## src/rtl/seven_seg_mux.sv

```systemverilog
// Time-multiplexed driver for NUM_DIGITS common-anode seven-segment digits.
// Each digit gets an all-off guard slot followed by a drive slot. Digit values
// and blanking are latched once per frame so a frame never mixes old and new data.
module seven_seg_mux #(
   parameter int unsigned NUM_DIGITS   = 2,
   parameter int unsigned DWELL_CYCLES = 24000,
   parameter int unsigned GUARD_CYCLES = 240
) (
   input  logic                    clk,
   input  logic                    reset,
   input  logic [4*NUM_DIGITS-1:0] digits_in,
   input  logic [NUM_DIGITS-1:0]   blank_in,
   output logic [6:0]              seg,
   output logic [NUM_DIGITS-1:0]   an,
   output logic                    frame_done
);

   localparam int unsigned MaxCycles = (DWELL_CYCLES > GUARD_CYCLES) ? DWELL_CYCLES : GUARD_CYCLES;
   localparam int unsigned CntW      = $clog2(MaxCycles + 1);
   localparam int unsigned IdxW      = (NUM_DIGITS > 1) ? $clog2(NUM_DIGITS) : 1;

   localparam logic [CntW-1:0] DwellLast = CntW'(DWELL_CYCLES - 1);
   localparam logic [CntW-1:0] GuardLast = CntW'((GUARD_CYCLES > 0) ? GUARD_CYCLES - 1 : 0);
   localparam logic [IdxW-1:0] IdxLast   = IdxW'(NUM_DIGITS - 1);

   typedef enum logic [0:0] {StGuard, StDrive} state_e;

   // The slot that opens a frame: guard of digit 0, or its drive slot when there is no guard.
   localparam state_e SlotStart = (GUARD_CYCLES > 0) ? StGuard : StDrive;

   state_e                  state_q, state_d;
   logic [CntW-1:0]         cnt_q, cnt_d;
   logic [IdxW-1:0]         idx_q, idx_d;
   logic [4*NUM_DIGITS-1:0] shadow_digits_q, shadow_digits_d;
   logic [NUM_DIGITS-1:0]   shadow_blank_q, shadow_blank_d;
   logic                    load_pending_q;
   logic                    capture;
   logic [6:0]              seg_d;
   logic [NUM_DIGITS-1:0]   an_d;
   logic                    frame_done_d;

   // Active-low {g,f,e,d,c,b,a} hex font.
   function automatic logic [6:0] decode(input logic [3:0] nib);
      logic [6:0] s;
      case (nib)
         4'h0: s = 7'h40;
         4'h1: s = 7'h79;
         4'h2: s = 7'h24;
         4'h3: s = 7'h30;
         4'h4: s = 7'h19;
         4'h5: s = 7'h12;
         4'h6: s = 7'h02;
         4'h7: s = 7'h78;
         4'h8: s = 7'h00;
         4'h9: s = 7'h18;
         4'hA: s = 7'h08;
         4'hB: s = 7'h03;
         4'hC: s = 7'h46;
         4'hD: s = 7'h21;
         4'hE: s = 7'h06;
         default: s = 7'h0E;
      endcase
      return s;
   endfunction

   // Slot sequencing: guard then drive per digit, wrapping the digit index after the last one.
   always_comb begin
      state_d = state_q;
      cnt_d   = cnt_q + 1'b1;
      idx_d   = idx_q;
      unique case (state_q)
         StGuard: begin
            if (GUARD_CYCLES == 0 || cnt_q == GuardLast) begin
               state_d = StDrive;
               cnt_d   = '0;
            end
         end
         StDrive: begin
            if (cnt_q == DwellLast) begin
               cnt_d = '0;
               idx_d = (idx_q == IdxLast) ? '0 : idx_q + 1'b1;
               if (GUARD_CYCLES > 0) state_d = StGuard;
            end
         end
         default: begin
            state_d = StGuard;
            cnt_d   = '0;
            idx_d   = '0;
         end
      endcase
   end

   // Frame capture on the edge opening digit 0's first slot; the first edge out of reset
   // also captures because reset itself already opened that slot with zeroed shadows.
   always_comb begin
      capture         = load_pending_q ||
                        (idx_d == '0 && cnt_d == '0 && state_d == SlotStart);
      shadow_digits_d = capture ? digits_in : shadow_digits_q;
      shadow_blank_d  = capture ? blank_in  : shadow_blank_q;
   end

   // Output decode from next state so outputs change on the same edge as the FSM.
   always_comb begin
      seg_d        = 7'h7F;
      an_d         = '1;
      frame_done_d = 1'b0;
      if (state_d == StDrive) begin
         for (int unsigned i = 0; i < NUM_DIGITS; i++) begin
            if (idx_d == IdxW'(i) && !shadow_blank_d[i]) begin
               an_d[i] = 1'b0;
               seg_d   = decode(shadow_digits_d[4*i +: 4]);
            end
         end
         frame_done_d = (cnt_d == DwellLast) && (idx_d == IdxLast);
      end
   end

   // State, shadow and output registers with synchronous reset.
   always_ff @(posedge clk) begin
      if (reset) begin
         state_q         <= StGuard;
         cnt_q           <= '0;
         idx_q           <= '0;
         shadow_digits_q <= '0;
         shadow_blank_q  <= '0;
         load_pending_q  <= 1'b1;
         seg             <= 7'h7F;
         an              <= '1;
         frame_done      <= 1'b0;
      end else begin
         state_q         <= state_d;
         cnt_q           <= cnt_d;
         idx_q           <= idx_d;
         shadow_digits_q <= shadow_digits_d;
         shadow_blank_q  <= shadow_blank_d;
         load_pending_q  <= 1'b0;
         seg             <= seg_d;
         an              <= an_d;
         frame_done      <= frame_done_d;
      end
   end

endmodule

```

## config.mk

```make
export PLATFORM = sky130hd
export DESIGN_NAME = seven_seg_mux
export DESIGN_NICKNAME = d
export VERILOG_FILES = /design/src/rtl/seven_seg_mux.sv
export SDC_FILE = /design/constraint.sdc
export NUM_CORES = 1
export LEC_CHECK = 0
export ABC_AREA = 1
export ABC_CLOCK_PERIOD_IN_PS = 2600
export CAP_MARGIN = 20
export CELL_PAD_IN_SITES_DETAIL_PLACEMENT = 0
export CELL_PAD_IN_SITES_GLOBAL_PLACEMENT = 2
export CORE_ASPECT_RATIO = 1.5
export CORE_MARGIN = 5
export CORE_UTILIZATION = 28
export CTS_BUF_LIST = sky130_fd_sc_hd__clkbuf_8 sky130_fd_sc_hd__clkbuf_16
export DETAILED_ROUTE_END_ITERATION = 7
export PLACE_DENSITY = 0.81
export SETUP_SLACK_MARGIN = 0.3
export SYNTH_ARGS = -nofsm -noshare
export SYNTH_HDL_FRONTEND = slang
export SYNTH_SLANG_ARGS = --single-unit
```

## constraint.sdc

```tcl
create_clock -name clk -period 2.6 [get_ports clk]
set_input_delay 0.26 -clock clk [delete_from_list [all_inputs] [get_ports clk]]
set_output_delay 0.26 -clock clk [all_outputs]
set_load 0.01 [all_outputs]
```

==> metrics.yaml <==
status:
  status: "complete, but fails checks"
  violations: "negative setup slack"
timing:
  rsz0062_at_grt: "true"
  hold_slack_ns: 0.606
  period_minus_slack_ns: 2.81
  slew_headroom_pct: 69.1
  finClkSkew_ns: 0.00609
  finalCritPeriodShare_pct: 108
  finalHoldViolCount: 0
  setup_viol: 7
  fmax_ghz: 0.355
  slew_violations: 0
  worstMarginPinSlew_ns: 0.459
  fin_ws_ns: -0.213
floorplan:
  ioPinCount: 22
  num_rows: 43
  core_mm2: 0.00915
  fp.dieH_um: 128
  fp.dieW_um: 88.7
  dieArea_mm2: 0.0114
  initial_utilization_pct: 28.5
logic_synthesis:
  post-synth-top-count-cell: "nand2_1"
  syn_nets: 438
  synth_edf_count: 0
  yosys_warnings: 0
  synthCells: 415
  yosysTopAreaCell: "dfxtp_1"
  yosysUniqueCellTypes: 30
  ys_ff_latch: 38
  ys_seq_area_share_pct: 29.2
  synth_common_cells: "nand2_1 (110), nor2_1 (74), nand3_1 (48)"
  syn_area_per_cell_um2: 6.27
  postSynth.asyncResetShare_pct: 0
  syn_area_mm2: 0.00260
  synth_top_area_share_pct: 29.2
  synthFlopType: "dfxtp_1"
  synth_area_leaders: "dfxtp_1 (29%), nand2_1 (16%), nor2_1 (11%), nand3_1 (9.2%), inv_1 (6.8%)"
detailed_routing:
  route.vias.total: 3004
  ant_nets: 0
  drt_first_iter_violations: 80
  drc: 0
  first_pass_iters: 4
  wl_per_cell_um: 14.0
  drt_wl_total_um: 9260
  via_per_inst: 4.55
cells_and_area:
  utilization_pct: 49.8
  register_area_um2: 790
  area_growth_pct: 74.9
  nets: 570
  nFillCells: 935
  multi_input_area_mm2: 0.00215
  drive_above_1_share_pct: 47.3
  antenna_cells: 0
cts:
  clock_latency_ns: 0.28
  cts_max_level: 2
  clockBufferDepth: 2
  hold_buffers: 0
  cts_buffers: 5
  clock-root-buffer: "clkbuf_16"
  cts.sinks: 38
  clk_pin_slew_ns: 0.06
  cts_tree: "yes"
worst_setup_path:
  crit_chain: "ha_4, nand2_4, nor2_4, nand3_2, nand2_2, nand2_2, o21ai_2, nand2_2, nor2_2, nand2_1, nor2_2, nand2_4, buf_6, nand3b_1, nand2_4, ha_4, nand3_4, nand2_1, nand2_1, nor2_1, nor2_1, nand2_2"
  worstPathRequired_ns: 2.77
  cp-end-kind: "flip-flop"
  crit_type: "reg2reg"
  slowest_delay_ns: 0.36
  path_common_cell: "nand2_2"
  reg2reg_depth: 22
  critical-path-slowest-cell: "dfxtp_2"
  worstPathArrival_ns: 2.98
  critPathLaunchType: "flip-flop"
  cp_max_fo: 6
  r2r_slack_ns: -0.21
global_route:
  grt_pass1_vias: 3117
  grt_pass1_wl_um: 14300
  grtUsageTotal_pct: 16.5
  overflow: 0
  grt_antenna_before_repair: 0
  grt_max_degree: 28
power_and_ir_drop:
  finalPower_uw: 1730
  p_leak_uw: 0.00208
  power_density_mw_per_mm2: 380
  ir_drop_uv: 297
min_path:
  whs_path_depth: 2
  hold_class: "reg2reg"
placement:
  portBuffers: 21
  hpwl_um: 7050
  pre_cts_slack_ns: -0.492
  place.gp.congestion: 0.827
job:
  cap_violations: 0
-- final timing paths --
path	startpoint	end
max reg2reg	cnt_q[1]$_SDFF_PP0_	seg[4]$_SDFF_PP1_
min	cnt_q[2]$_SDFF_PP0_	cnt_q[2]$_SDFF_PP0_
min reg2reg	cnt_q[2]$_SDFF_PP0_	cnt_q[2]$_SDFF_PP0_
max	cnt_q[1]$_SDFF_PP0_	seg[4]$_SDFF_PP1_
-- area by class of cell --
class                      instances  share of cell area, %
clock inverter                     2                  0.192
sequential                        38                   17.3
tap                              112                   3.08
timing repair buffer             134                   24.5
clock buffer                       6                   3.05
inverter                          54                   4.73
multi-input combinational        314                   47.1
-- routing by layer --
layer | global-route usage, % | part of all wire (%)
met5 | 0 | 0
met4 | 7.83 | 5.2
met3 | 2.89 | 2.1
met2 | 33.1 | 59
met1 | 15.0 | 34
-- metrics by stage --
step | instances | cell area, µm² | TNS (ns)
CTS | 640 | 4090 | -1.31
detailed placement | 618 | 3630 | -2.96
global route | 660 | 4550 | -2.28
finish | 660 | 4550 | -1.02
global placement | 618 | 3630 | -2.95
floorplan | 415 | 2730 | 0
-- cell families (layout without fill, tap and decap cells) --
logic type | after synthesis | after routing | share of synthesized area [%]
flip-flops | 38 | 38 | 29.2
XOR/XNOR | 6 | 6 | 2.02
buffers and inverters | 63 | 196 | 10.0
adder cells (fa/ha/maj) | 11 | 11 | 5.29
AND/OR/NAND/NOR | 282 | 282 | 50.3
AO/OA/AOI/OAI | 15 | 15 | 3.13
-- registers in the layout, summed over array words and instances (netlist names) --
| signal | count |
|---|---|
| an | 2 |
| cnt_q | 15 |
| frame_done | 1 |
| idx_q | 1 |
| load_pending_q | 1 |
| seg | 7 |
| shadow_blank_q | 2 |
| shadow_digits_q | 8 |
| state_q | 1 |
-- what timing repair did --
action | in CTS | in global routing
setup endpoints to repair | 19 | 19
gates resized for setup | 55 | 79
pin swaps | 23 | 50
buffers inserted | 14 | 20
-- critical path, delay by kind of cell, from the launching register on --
kind	cells	cell delay (ns)
buffers and inverters	1	0.14
and+or+nand+nor	18	1.76
AOI/OAI and AO/OA	1	0.07
adders and majority gates	2	0.36
DFF	1	0.36
-- report_power, final --
part / switching (µW) / internal, µW / leakage (µW)
sequential: 11.5 / 596 / 0.000317
combinational: 275 / 234 / 0.00169
clock: 238 / 376 / 0.0000780
-- cells in the final DEF, fill, tap and decap left out, types with 5 or more instances in the layout --
cell type and n:
buf_4 99, nand2_1 83, nor2_1 58, inv_1 45, nand3_1 27, nand2_2 27, dfxtp_1 25, nand3_2 22
clkdlybuf4s50_1 21, nor2_2 14, buf_6 12, nand2_4 11, nor2_4 9, ha_4 8, dfxtp_2 8, inv_2 7
nor3_1 7, nand4_1 6, nand3_4 6, nand2_8 5, a21oi_1 5, clkbuf_16 5, dfxtp_4 5
Power figures use the tool's default switching activity.
